## config.mk

```make
export PLATFORM = sky130hd
export DESIGN_NAME = fpu_arbiter
export DESIGN_NICKNAME = d
export VERILOG_FILES = /design/src/rtl/fpu_arbiter.sv
export SDC_FILE = /design/constraint.sdc
export NUM_CORES = 1
export LEC_CHECK = 0
export BUFFER_PORTS_ARGS = -buffer_cell sky130_fd_sc_hd__buf_2
export CAP_MARGIN = 20
export CORE_ASPECT_RATIO = 0.5
export CORE_MARGIN = 3
export CORE_UTILIZATION = 48
export CTS_CLUSTER_SIZE = 28
export DETAILED_ROUTE_END_ITERATION = 6
export GPL_TIMING_DRIVEN = 0
export PLACE_DENSITY = 0.84
export SLEW_MARGIN = 20
export SYNTH_ARGS = -nofsm -noshare
export SYNTH_HDL_FRONTEND = slang
export SYNTH_SLANG_ARGS = --single-unit
```

## constraint.sdc

```tcl
create_clock -name clk -period 3.9 [get_ports clk]
set_input_delay 0.195 -clock clk [delete_from_list [all_inputs] [get_ports clk]]
set_output_delay 0.195 -clock clk [all_outputs]
set_load 0.05 [all_outputs]
```

## src/rtl/fpu_arbiter.sv

```systemverilog
// Purpose: shares one FPU between two requesters using round-robin arbitration and a done-watchdog.
// Latency: req->ack 2 cycles, fpu_done->resp_valid 2 cycles, 5 cycles minimum req->resp_valid.
// Backpressure: one operation in flight; other requests stay pending (req held) until IDLE grants them.
module fpu_arbiter #(
  parameter int TIMEOUT_CYCLES = 64,
  parameter int CNT_W          = 7
) (
  input  logic        clk,
  input  logic        reset,
  input  logic        req0,
  input  logic        req1,
  input  logic [31:0] a0,
  input  logic [31:0] b0,
  input  logic [31:0] a1,
  input  logic [31:0] b1,
  input  logic [1:0]  op0,
  input  logic [1:0]  op1,
  output logic        ack0,
  output logic        ack1,
  output logic        resp_valid0,
  output logic        resp_valid1,
  output logic [31:0] resp_data,
  output logic [3:0]  resp_status,
  output logic        resp_err,
  output logic        busy,
  output logic [31:0] fpu_a,
  output logic [31:0] fpu_b,
  output logic [1:0]  fpu_op,
  output logic        fpu_start,
  input  logic        fpu_done,
  input  logic [31:0] fpu_data,
  input  logic [3:0]  fpu_status,
  output logic [7:0]  timeout_cnt
);

  typedef enum logic [1:0] {
    IDLE  = 2'd0,
    ISSUE = 2'd1,
    WAIT  = 2'd2,
    RESP  = 2'd3
  } state_t;

  localparam logic [CNT_W-1:0] WD_LAST = CNT_W'(TIMEOUT_CYCLES - 1);

  state_t           state_q, state_d;
  logic             gid_q, gid_d;
  logic             last_grant_q, last_grant_d;
  logic [CNT_W-1:0] wd_q, wd_d;
  logic             ack0_q, ack0_d;
  logic             ack1_q, ack1_d;
  logic             rv0_q, rv0_d;
  logic             rv1_q, rv1_d;
  logic [31:0]      resp_data_q, resp_data_d;
  logic [3:0]       resp_status_q, resp_status_d;
  logic             resp_err_q, resp_err_d;
  logic             busy_q, busy_d;
  logic [31:0]      fpu_a_q, fpu_a_d;
  logic [31:0]      fpu_b_q, fpu_b_d;
  logic [1:0]       fpu_op_q, fpu_op_d;
  logic             fpu_start_q, fpu_start_d;
  logic [7:0]       timeout_cnt_q, timeout_cnt_d;

  // A reserved op acks in the same cycle the arbiter is back in IDLE, while
  // that requester may still be holding req. Masking a port whose ack is
  // currently visible keeps that already-served request from being granted twice.
  logic       r0_eff, r1_eff;
  logic       gsel;
  logic [1:0] grant_op;

  assign r0_eff   = req0 & ~ack0_q;
  assign r1_eff   = req1 & ~ack1_q;
  // Tie goes to the port that did not finish last; otherwise the lone requester.
  assign gsel     = (r0_eff & r1_eff) ? ~last_grant_q : r1_eff;
  assign grant_op = gsel ? op1 : op0;

  // State register.
  always_ff @(posedge clk) begin
    if (reset) begin
      state_q <= IDLE;
    end else begin
      state_q <= state_d;
    end
  end

  // Next-state and next-value logic for every registered output.
  always_comb begin
    state_d       = state_q;
    gid_d         = gid_q;
    last_grant_d  = last_grant_q;
    wd_d          = wd_q;
    ack0_d        = 1'b0;
    ack1_d        = 1'b0;
    rv0_d         = 1'b0;
    rv1_d         = 1'b0;
    resp_data_d   = resp_data_q;
    resp_status_d = resp_status_q;
    resp_err_d    = resp_err_q;
    fpu_a_d       = fpu_a_q;
    fpu_b_d       = fpu_b_q;
    fpu_op_d      = fpu_op_q;
    fpu_start_d   = 1'b0;
    timeout_cnt_d = timeout_cnt_q;

    unique case (state_q)
      IDLE: begin
        if (r0_eff | r1_eff) begin
          gid_d    = gsel;
          fpu_a_d  = gsel ? a1 : a0;
          fpu_b_d  = gsel ? b1 : b0;
          fpu_op_d = grant_op;
          if (grant_op[1]) begin
            // Reserved op: answer with an error, never start the FPU.
            resp_err_d    = 1'b1;
            resp_data_d   = 32'd0;
            resp_status_d = 4'd0;
            state_d       = RESP;
          end else begin
            state_d = ISSUE;
          end
        end
      end

      ISSUE: begin
        fpu_start_d = 1'b1;
        ack0_d      = ~gid_q;
        ack1_d      = gid_q;
        wd_d        = '0;
        state_d     = WAIT;
      end

      WAIT: begin
        if (fpu_done) begin
          // Completion beats a watchdog expiry landing in the same cycle.
          resp_data_d   = fpu_data;
          resp_status_d = fpu_status;
          resp_err_d    = 1'b0;
          state_d       = RESP;
        end else if (wd_q == WD_LAST) begin
          resp_data_d   = 32'd0;
          resp_status_d = 4'd0;
          resp_err_d    = 1'b1;
          if (timeout_cnt_q != 8'hFF) begin
            timeout_cnt_d = timeout_cnt_q + 8'd1;
          end
          state_d = RESP;
        end else begin
          wd_d = wd_q + CNT_W'(1);
        end
      end

      RESP: begin
        rv0_d        = ~gid_q;
        rv1_d        = gid_q;
        // Reserved ops skipped ISSUE, so their ack goes out with the response.
        if (fpu_op_q[1]) begin
          ack0_d = ~gid_q;
          ack1_d = gid_q;
        end
        last_grant_d = gid_q;
        state_d      = IDLE;
      end

      default: state_d = IDLE;
    endcase

    busy_d = (state_d != IDLE);
  end

  // Datapath and output registers; all cleared on reset except last_grant,
  // which starts at 1 so port 0 wins the first tie.
  always_ff @(posedge clk) begin
    if (reset) begin
      gid_q         <= 1'b0;
      last_grant_q  <= 1'b1;
      wd_q          <= '0;
      ack0_q        <= 1'b0;
      ack1_q        <= 1'b0;
      rv0_q         <= 1'b0;
      rv1_q         <= 1'b0;
      resp_data_q   <= 32'd0;
      resp_status_q <= 4'd0;
      resp_err_q    <= 1'b0;
      busy_q        <= 1'b0;
      fpu_a_q       <= 32'd0;
      fpu_b_q       <= 32'd0;
      fpu_op_q      <= 2'd0;
      fpu_start_q   <= 1'b0;
      timeout_cnt_q <= 8'd0;
    end else begin
      gid_q         <= gid_d;
      last_grant_q  <= last_grant_d;
      wd_q          <= wd_d;
      ack0_q        <= ack0_d;
      ack1_q        <= ack1_d;
      rv0_q         <= rv0_d;
      rv1_q         <= rv1_d;
      resp_data_q   <= resp_data_d;
      resp_status_q <= resp_status_d;
      resp_err_q    <= resp_err_d;
      busy_q        <= busy_d;
      fpu_a_q       <= fpu_a_d;
      fpu_b_q       <= fpu_b_d;
      fpu_op_q      <= fpu_op_d;
      fpu_start_q   <= fpu_start_d;
      timeout_cnt_q <= timeout_cnt_d;
    end
  end

  assign ack0        = ack0_q;
  assign ack1        = ack1_q;
  assign resp_valid0 = rv0_q;
  assign resp_valid1 = rv1_q;
  assign resp_data   = resp_data_q;
  assign resp_status = resp_status_q;
  assign resp_err    = resp_err_q;
  assign busy        = busy_q;
  assign fpu_a       = fpu_a_q;
  assign fpu_b       = fpu_b_q;
  assign fpu_op      = fpu_op_q;
  assign fpu_start   = fpu_start_q;
  assign timeout_cnt = timeout_cnt_q;

endmodule

```

======== After elaboration in Yosys (flattened, before gate mapping) ========
Cells that the tools add are included.
word-level totals
  flip-flop bits (word level) ............. 128
  latch bits .............................. 0
  bits in writable memories ............... 0
  ROM bits ................................ 0
  bits of input ports ..................... 173
  logic and storage cells ................. 80
  memories kept ........................... 0
operators by class
  add/sub/neg operators ................... 2
  $mul .................................... 0
  divide/modulo/power cells ............... 0
  $lt $le $gt $ge ......................... 0
  eq/ne operators ......................... 10
  shift-type cells ........................ 0
  muxes and demuxes ....................... 32
  bitwise gates (word level) .............. 10
  reduce and logical (&&, ||, !) cells .... 9
operators by type and width
  kind                                                                   count
  32-bit two-way mux                                                     6
  32-bit one-hot mux with 2 select lines                                 1
  4-bit two-way mux                                                      4
  7-bit two-way mux                                                      2
  7-bit one-hot mux with 2 select lines                                  1
  2-bit two-way mux                                                      5
  8-bit by 1-bit adder with 8-bit output, second input constant          1
  1-bit two-way mux                                                      8
  2-bit inequality test, second input constant                           4
  8-bit inequality test, second input constant                           1
  2-bit one-hot mux with 4 select lines                                  1
  4-bit one-hot mux with 2 select lines                                  1
  4-bit AND reduction                                                    2
  7-bit by 1-bit adder with 7-bit output, second input constant          1
  7-bit by 6-bit equality test with 1-bit output, second input constant  1
  1-bit inverter                                                         6
  1-bit one-hot mux with 2 select lines                                  3
  2-bit nonzero test                                                     3
  2-bit equality test, second input constant                             2
  1-bit AND                                                              3
  3-bit inequality test, second input constant                           1
  3-bit AND reduction                                                    1
  2-bit by 1-bit equality test with 1-bit output, second input constant  1
  2-bit logical NOT                                                      1
  other kinds (3)                                                        3

======== Logic depth before layout (Yosys ltp) ========
Gate-level depths: netlist of run 1.
  depth after elaboration ................. 9
  depth in mapped cells ................... 8
  gate-level depth less buffers ........... 7

======== Worst setup path after synthesis of run 1 ========
No wires, ideal clock.
  path kind ............................... reg-to-reg
  start ................................... register ack1_q (netlist: ack1)
  end ..................................... register resp_data_q[0] (netlist: resp_data[0])
  setup time .............................. 0.060 ns
  arrival ................................. 1.981 ns
  required time ........................... 3.840 ns
  setup slack ............................. 1.859 ns
  stages on the path, launching flop included .. 8
  path buffers ............................ 2
  period minus slack after synthesis ...... 2.041 ns
  path through ............................ dfxtp_1 > nor2b_1 > buf_6 > a21bo_1 > a21o_1 > a211oi_4 > buf_6 > a22o_1
between the ends
  cells in the longest elaborated chain, start to end .. 7
  elaborated cells between the ends (all ways) .. 9
ends and longest elaborated chain
  item                                    line  RTL
  from (decl)                             50    logic ack1_q, ack1_d;
  from (signal assigned)                  194   ack1_q <= ack1_d;
  1-bit inverter *                        71    assign r1_eff = req1 & ~ack1_q;
  1-bit AND *                             71
  1-bit AND                               73    assign gsel = (r0_eff & r1_eff) ? ~last_grant_q : r1_eff;
  1-bit two-way mux                       73
  2-bit two-way mux                       74    assign grant_op = gsel ? op1 : op0;
  2-bit inequality test (no source line)  --
  4-bit AND reduction (no source line) *  --
  to (signal assigned)                    197   resp_data_q <= resp_data_d;
  to (decl)                               53    logic [31:0] resp_data_q, resp_data_d;
Every way passes the cells marked *; elsewhere a longest branch is shown, timed or not.
A chain may end at the register's enable or synchronous reset.

======== Worst setup path after layout of run 1 ========
  start ................................... register state_q[0]
  end ..................................... register resp_data_q[14] (netlist: resp_data[14])
between the ends
  cells in the longest elaborated chain, start to end .. 3
  elaborated cells between the ends (all ways) .. 8
ends and longest elaborated chain
  item                                                                  line  RTL
  from (decl)                                                           45    state_t state_q, state_d;
  from (signal assigned)                                                81    state_q <= state_d;
  2-bit equality test or 2-bit logical NOT (tied branches)              104   unique case (state_q)
  3-bit inequality test (no source line), or another cell as far along  --
  4-bit AND reduction (no source line)                                  --
Several ways; a longest one is shown, not always the timed one.

==> metrics.yaml, run 1 <==
vdd_ir_drop_max_v: 0.0005366
dp_slack_ns: 1.714
total_leakage_power_nw: 3.636
hold_viol: 0
grt_pass1_vias: 5452
syn_to_final_growth_pct: 44.19
timing.reg2reg.setup_slack_ns: 1.65
crit_path_start_kind: "register"
drc: 0
yosysSeqAreaShare: 0.4879
worst_pin_slew_ns: 0.5779
critPathMaxStageDelay_ns: 0.37
yosysTopAreaCellShare: 0.4879
finalNetCount: 1093
reg2regPathDepth: 8
ys_ff_latch: 128
maxSlewHeadroom: 0.6148
drive_above_1_share: 0.3650
synth_nets: 775
min_from: "fpu_data[13]"
cts_buffers: 17
drt-initial-drc-count: 441
ioPinCount: 290
required_ns: 4.25
status: "complete, no violations"
drt_first_pass_iters: 5
via_count: 5811
routedWlPerCell_um: 15.99
core_um2: 10440
end_kind: "register"
synth_area_um2: 5253
cts_tree: "done"
rsz0062_at_grt: "false"
portBuffers: 289
synth_ff_type: "dfxtp_1"
die_x_um: 153.9
ant_nets: 0
fin_crit_sh: 0.5782
crit_slowest_cell: "a21oi_2"
antenna_found_initial: 1
root_buffer: "clkbuf_16"
final.setup.tns_ns: 0
dp_hpwl_um: 12520
r2r_end: "resp_data[14]"
utilization: 0.7253
fp.dieArea_um2: 12310
placed_cell_area_um2: 6874
fin_crit_ns: 2.255
num_rows: 26
stdcell_area_um2: 7574
r2r-start: "state_q[0]"
cp_max_fo: 10
slew_violations: 0
synth_area_leaders: "dfxtp_1, a311oi_1, nand3_1, a22o_1, nor2_1"
wl_um: 17050
synthCells: 595
die_h_um: 79.97
synth.largest_area_cell: "dfxtp_1"
fmax_ghz: 0.4435
grtUsageTotal: 0.2655
maxCapViolCount: 0
clkLatencyLatePin_ns: 0.41
hp-class: "in -> reg"
whs_path_depth: 2
routed_via_density: 5.451
ys_async_sr_fraction: 0
synthDistinctLibCells: 46
grt_pass1_wl_um: 26700
p_per_area_nw_per_um2: 791.4
place_congestion: 0.8562
crit_path_cell_trace: "inv_1, ha_1, nor2b_1, o21ai_1, a21boi_1, a21oi_2, buf_2, a22o_1"
arrival_ns: 2.60
fin_ws_ns: 1.645
start_util: 0.5030
crit_type: "reg -> reg"
antenna_cells: 0
hold_end: "resp_data[13]"
ctsLongestPathBuffers: 2
setup_violations: 0
path_clk_slew_ns: 0.06
cts.sinks: 128
skew_ns: 0.01091
grt_max_degree: 17
finalPower_mw: 5.994
yosys_warnings: 0
avgSynthCellArea_um2: 8.828
cts_resized: 0
cts.htree.levels: 4
globalRouteOverflowTotal: 0
synth_edf_count: 0
==> registers in the layout, summed over array words and instances (netlist names) <==
register / count
wd_q: 7
resp_valid0: 1
fpu_b: 32
fpu_start: 1
resp_valid1: 1
resp_err: 1
last_grant_q: 1
gid_q: 1
fpu_op: 2
ack1: 1
state_q: 2
fpu_a: 32
busy: 1
timeout_cnt: 8
resp_status: 4
resp_data: 32
ack0: 1
==> per-stage QoR <==
stage	hold slack (ns)	std cells
2_1_floorplan	0.3276	595
4_1_cts	0.0001347	1066
6_report	0.01059	1066
3_5_place_dp	0.4154	1024
3_3_place_gp	0.4113	1024
5_1_grt	0.002112	1066
==> worst max-delay path by stage <==
stage	start	to	slack [ns]	cells after the start
2_1_floorplan	ack1	resp_data[0]	1.86	7
3_3_place_gp	state_q[0]	resp_data[15]	1.76	8
3_5_place_dp	state_q[0]	resp_data[17]	1.71	8
4_1_cts	state_q[0]	resp_data[17]	1.69	8
5_1_grt	state_q[0]	resp_data[15]	1.41	8
6_report	state_q[0]	resp_data[14]	1.65	8
==> cell type report <==
cell class / count / area [µm²]
plain buffers: 52 / 234.0
clock buffers: 17 / 425.4
clock inverters: 15 / 173.9
fillers: 807 / 2869
inverters: 6 / 22.52
multi-input cells: 409 / 2434
flip-flops and latches: 128 / 2562
well taps: 140 / 175.2
repair buffers: 299 / 1546
==> power breakdown <==
group          internal, mW  switching, mW  leakage [nW]  total, mW
Sequential             1.62          0.172          1.05       1.79
Clock                 0.964          0.637         0.289       1.60
Combinational         0.660           1.94          2.30       2.60
Total                  3.25           2.75          3.64       5.99
==> kinds of logic after synthesis <==
family,after synthesis,synth area share
simple gates,256,0.2182
mux,1,0.001906
xor+xnor,5,0.008339
compound gates,140,0.2182
flops,128,0.4879
buf+inv,58,0.04883
fa+ha+maj,7,0.01667
==> layout by cell type (no fill, tap or decap), types with 3 or more instances in the layout <==
cell | Yosys | routed
buf_2 | 7 | 296
dfxtp_1 | 128 | 128
buf_6 | 4 | 4
a311oi_1 | 65 | 65
o31ai_1 | 3 | 3
a22o_1 | 37 | 37
inv_1 | 6 | 6
nand2_1 | 75 | 75
nand3_1 | 71 | 71
o21ai_0 | 4 | 4
xor2_1 | 3 | 3
inv_6 | 0 | 8
dlygate4sd3_1 | 0 | 10
nor2b_1 | 5 | 5
nor3_1 | 4 | 4
nor2_1 | 83 | 83
ha_1 | 7 | 7
a21oi_1 | 14 | 14
a31oi_1 | 4 | 4
clkbuf_1 | 40 | 40
clkbuf_16 | 0 | 17
==> layer usage <==
metal  global-route usage  up-vias  wire length, µm
li1                     -     2822                -
met1               0.3205     2719             6848
met2               0.4843      235             8827
met3              0.04764       33             1029
met4              0.08722        2              327
met5                    0        -               13
==> cells in the mapped netlist, types with 2 or more instances <==
cell,n
a21o_1,2
a21oi_1,14
a22o_1,37
a311oi_1,65
a31oi_1,4
and3_1,2
buf_2,7
buf_6,4
clkbuf_1,40
dfxtp_1,128
ha_1,7
inv_1,6
nand2_1,75
nand2b_1,2
nand3_1,71
nor2_1,83
nor2b_1,5
nor3_1,4
nor3b_1,2
o21ai_0,4
o21ai_1,2
o31ai_1,3
or4_1,2
xnor2_1,2
xor2_1,3
==> critical path: cells and delay by family, from the launching register on <==
kind / cells / cell delay [ns]
AOI/OAI and AO/OA: 4 / 0.94
adders and majority gates: 1 / 0.26
buffers and inverters: 2 / 0.42
DFF: 1 / 0.36
and+or+nand+nor: 1 / 0.22
==> timing repair <==
action	CTS	global route
hold buffers	10	0
hold endpoints to repair	10	0
setup buffers	0	0
Power figures use the tool's default switching activity.
==> run 2, diff against run 1 <==
Settings changed: CORE_UTILIZATION 48 to 40, PLACE_DENSITY 0.84 to 0.74.
Clock period 3.9 ns to 1.9 ns, I/O delays scaled along.
==> run 2 against run 1 <==
Compared with the run above:
- global-route usage up 3.0 points
- die area up 19%
- design area up 24%
- first-iteration DRC count up 34%
- flip-flop and latch count unchanged
- worst hold slack better by 0.013 ns
- cell count up 18%
- via count up 22%
- worst setup slack worse by 1.6 ns
- routed wire length up 36%
- count of clock-buffer cells in the layout unchanged
- sequential share of layout area down 6.5 points
- critical path type unchanged
- largest cell class is now buffers
==> metrics.yaml, run 2 (synthesized netlist as in run 1, its figures left out) <==
dp_hpwl_um: 12880
hp-class: "in -> reg"
crit_path_cell_trace: "nor2b_1, buf_6, nand3_1, a21o_1, a211oi_4, buf_4, buf_6, a22o_1"
required_ns: 2.24
globalRouteOverflowTotal: 0
core_um2: 12300
finalPower_mw: 13.05
critPathMaxStageDelay_ns: 0.31
routed_via_density: 5.609
ioPinCount: 290
root_buffer: "clkbuf_16"
num_rows: 28
total_leakage_power_nw: 4.452
critPathBufInv: 3
drc: 0
finalNetCount: 1263
arrival_ns: 2.21
syn_to_final_growth_pct: 79.28
cts_buffers: 17
clkLatencyLatePin_ns: 0.42
path_clk_slew_ns: 0.06
multi_input_area_um2: 2535
via_count: 7073
cts.htree.levels: 4
die_h_um: 87.03
final_cell_mix: "buf_2, dlygate4sd3_1, dfxtp_1"
whs_path_depth: 3
grt_pass1_wl_um: 35110
reg2regPathDepth: 8
ctsLongestPathBuffers: 2
hold_viol: 0
crit_type: "reg -> reg"
grtUsageTotal: 0.2959
routedWlPerCell_um: 18.43
cp_top_family: "compound AO/OA/AOI/OAI gates"
grt_pass1_vias: 7172
crit_path_start_kind: "register"
cts_tree: "done"
drt-initial-drc-count: 591
crit_cells: 8
drt_first_pass_iters: 7
worst_pin_slew_ns: 0.7162
slew_violations: 0
drive_above_1_share: 0.3595
crit_top_cell: "buf_6"
maxCapViolCount: 0
end_kind: "register"
fillers: 818
seqCellArea_um2: 2572
setup_violations: 0
rsz0062_at_grt: "true"
fin_ws_ns: 0.03320
fmax_ghz: 0.5357
crit_slowest_cell: "dfxtp_2"
vdd_ir_drop_max_v: 0.0008658
portBuffers: 289
wl_um: 23240
maxSlewHeadroom: 0.5225
status: "complete, no violations"
fp.dieArea_um2: 14630
antenna_found_initial: 0
p_per_area_nw_per_um2: 1386
grt_max_degree: 17
fin_crit_sh: 0.9825
cp_max_fo: 10
skew_ns: 0.01041
ant_nets: 0
dp_slack_ns: -0.3234
cts.sinks: 128
antenna_cells: 0
finalHoldWorstSlack_ns: 0.02399
final_common_cell: "buf_2"
fin_crit_ns: 1.867
final.setup.tns_ns: 0
place_congestion: 0.8451
die_x_um: 168.1
start_util: 0.4271
==> run 2: cell type report <==
cell class	instances	area share
multi-input combinational	409	0.2692
clock buffer	17	0.04518
inverter	6	0.002392
clock inverter	15	0.01621
buffer	52	0.03123
tap	165	0.02192
timing repair buffer	469	0.3407
sequential	128	0.2732
==> run 2: report_power, final <==
| part | total, mW | internal [mW] | switching [mW] |
|---|---|---|---|
| registers | 3.72 | 3.34 | 0.381 |
| clock network | 3.22 | 1.84 | 1.38 |
| logic | 6.11 | 1.79 | 4.32 |
==> run 2: what timing repair did <==
item | in CTS | in global routing
buffers inserted | 9 | 7
hold buffers | 164 | 0
setup endpoints to repair | 90 | 97
gates resized for setup | 22 | 51
pin swaps | 3 | 5
endpoints found under the hold margin | 101 | 0
cloned | 0 | 0
==> run 2: worst paths after layout <==
path	from	endpoint	slack [ns]
max	ack1	resp_data[10]	0.03
min reg2reg	wd_q[6]	wd_q[6]	0.45
max reg2reg	ack1	resp_data[10]	0.03
min	b0[28]	fpu_b[28]	0.02
==> run 2: routing by layer <==
layer  global-route usage  up-vias  wire length, µm
met5                    0        -                0
met4               0.1797        0             1463
met3              0.07072      137             1726
met2               0.5342      486            11580
met1               0.3211     3294             8464
li1                     -     3156                -
==> run 2: worst register-to-register path, cell delays in order, from the launching register on <==
cell and delay, ns:
dfxtp_2 0.31, nor2b_1 0.14, buf_6 0.14, nand3_1 0.18, a21o_1 0.27, a211oi_4 0.22
buf_4 0.19, buf_6 0.15, a22o_1 0.19
==> run 2: stage by stage <==
| step | instance area, µm² | cells | util |
|---|---|---|---|
| after floorplan | 5255 | 595 | - |
| after global placement | 6908 | 1049 | 0.5618 |
| after detailed placement | 6908 | 1049 | 0.5618 |
| after CTS | 9261 | 1254 | 0.7532 |
| after global routing | 9417 | 1261 | 0.7658 |
| final | 9417 | 1261 | 0.7658 |
==> run 3, diff against run 2 <==
Settings changed: CELL_PAD_IN_SITES_DETAIL_PLACEMENT set to 1, CELL_PAD_IN_SITES_GLOBAL_PLACEMENT set to 2, CORE_UTILIZATION 40 to 22, PLACE_DENSITY 0.74 to 0.75.
==> run 3 against run 2 <==
Compared with the run above:
- combinational power hardly changed
- cell count is 11% higher
- critical path depth is 1 lower
- count of clock-buffer cells in the layout stayed put
==> metrics.yaml, run 3 (synthesized netlist as in run 1, its figures left out) <==
startpoint: "state_q[0]"
fin_crit_sh: 0.9588
cts_tree: "done"
drive_above_1_share: 0.3556
num_rows: 39
pwr-share-comb: 0.465
hold_viol: 0
critPathMaxStageDelay_ns: 0.49
utilization: 0.4145
hold_end: "resp_err"
drt-initial-drc-count: 200
clkLatencyLatePin_ns: 0.42
end_kind: "register"
internal-power_mw: 7.117
antenna_found_initial: 4
r2r-start: "state_q[0]"
seqPwrFrac: 0.281
r2r_end: "timeout_cnt[3]"
drc: 0
min_from: "fpu_done"
reg2regPathDepth: 7
grt_pass1_vias: 7234
whs_path_depth: 4
dp_hpwl_um: 16850
routed_via_density: 4.749
ioPinCount: 290
grtUsageTotal: 0.1911
required_ns: 2.25
crit_path_start_kind: "register"
cts.htree.levels: 4
globalRouteOverflowTotal: 0
total_leakage_power_nw: 4.439
final.setup.tns_ns: 0
wl_um: 25450
routedWlPerCell_um: 18.15
fmax_ghz: 0.5489
placed_cell_area_um2: 7086
switching_share: 0.4574
critPathBufInv: 1
cp_max_fo: 6
crit_slowest_cell: "or4_4"
place_congestion: 0.7747
syn_to_final_growth_pct: 82.54
path_clk_slew_ns: 0.06
p_per_area_nw_per_um2: 1368
final_common_cell: "buf_2"
fin_crit_ns: 1.822
cts_buffers: 17
via_count: 6658
cp_top_family: "simple AND/OR/NAND/NOR gates"
ant_nets: 0
status: "complete, no violations"
maxSlewHeadroom: 0.5803
power_switching_mw: 5.999
crit_path_cell_trace: "inv_2, ha_4, nand2b_1, nor3_4, o21ai_4, or4_4, a21oi_2"
hp-class: "in -> reg"
start_util: 0.2271
grt_max_degree: 17
drt_first_pass_iters: 4
die_h_um: 115.3
setup_violations: 0
slew_violations: 0
fp.dieArea_um2: 25880
vdd_ir_drop_max_v: 0.0007247
grt_pass1_wl_um: 38760
final_cell_mix: "buf_2, dlygate4sd3_1, dfxtp_1"
cts.sinks: 128
die_x_um: 224.5
skew_ns: 0.009808
crit_type: "reg -> reg"
worst_pin_slew_ns: 0.6296
timing.reg2reg.setup_slack_ns: 0.08
arrival_ns: 2.17
ctsLongestPathBuffers: 2
finalHoldWorstSlack_ns: 0.1614
clockPowerShare: 0.254
rsz0062_at_grt: "true"
maxCapViolCount: 0
core_um2: 23130
finalNetCount: 1259
stdcell_area_um2: 9588
root_buffer: "clkbuf_16"
finalPower_mw: 13.12
portBuffers: 289
## run 3: changes by cell type in the layout (fill, tap and decap cells not counted), moves of 3 or more
cell,delta
clkbuf_1,-4
diode_2,+4
inv_6,-5
clkinv_2,+3
buf_4,-3
## run 3: worst min-delay path, cell delays in order
cell and delay, ns:
buf_2 0.12, nand2_1 0.11, a21oi_1 0.14, nor3_1 0.06
## run 3: per-stage QoR
step | std cells | setup WS [ns]
floorplan | 595 | 0.03014
global placement | 1191 | -0.3749
detailed placement | 1191 | -0.4240
CTS | 1392 | -0.001625
global route | 1402 | -0.02588
finish | 1402 | 0.07823
## run 3: final cells by class
class	count	area, µm²
clock buffers	17	425.4
clock inverters	14	168.9
fillers	2784	13540
repair buffers	465	3187
multi-input cells	409	2532
well taps	307	384.1
flip-flops and latches	128	2567
plain buffers	52	290.3
diodes	4	10.01
inverters	6	22.52
## run 3: timing repair
action                                 4_1_cts  5_1_grt
hold buffers                               166        0
pin swaps                                    3        2
endpoints found under the hold margin      101        0
gates resized for setup                     32       35
setup endpoints to repair                   99       97
gates cloned                                 0        0
buffers inserted                             4        6
## run 3: worst max path at each step
stage / to / cells after the start
3_3_place_gp: resp_data[24] / 8
2_1_floorplan: resp_data[0] / 7
6_report: timeout_cnt[3] / 7
3_5_place_dp: resp_data[2] / 8
5_1_grt: busy / 6
4_1_cts: resp_data[18] / 6
## run 3: metal layers
layer | wire [µm] | up-vias | global-route usage
met5 | 0 | - | 0
met4 | 1433 | 0 | 0.1277
met1 | 9957 | 3216 | 0.2016
met2 | 13290 | 187 | 0.3562
li1 | - | 3156 | -
met3 | 768 | 99 | 0.03265
## run 3: power groups by stage
stage	Clock, mW	Combinational (mW)	Sequential, mW
after detailed placement	0	5.55	3.73
after CTS	3.44	5.96	3.68
after floorplan	0	1.85	5.78
after global routing	3.56	6.50	3.77
final	3.33	6.10	3.69
after global placement	0	5.47	3.71
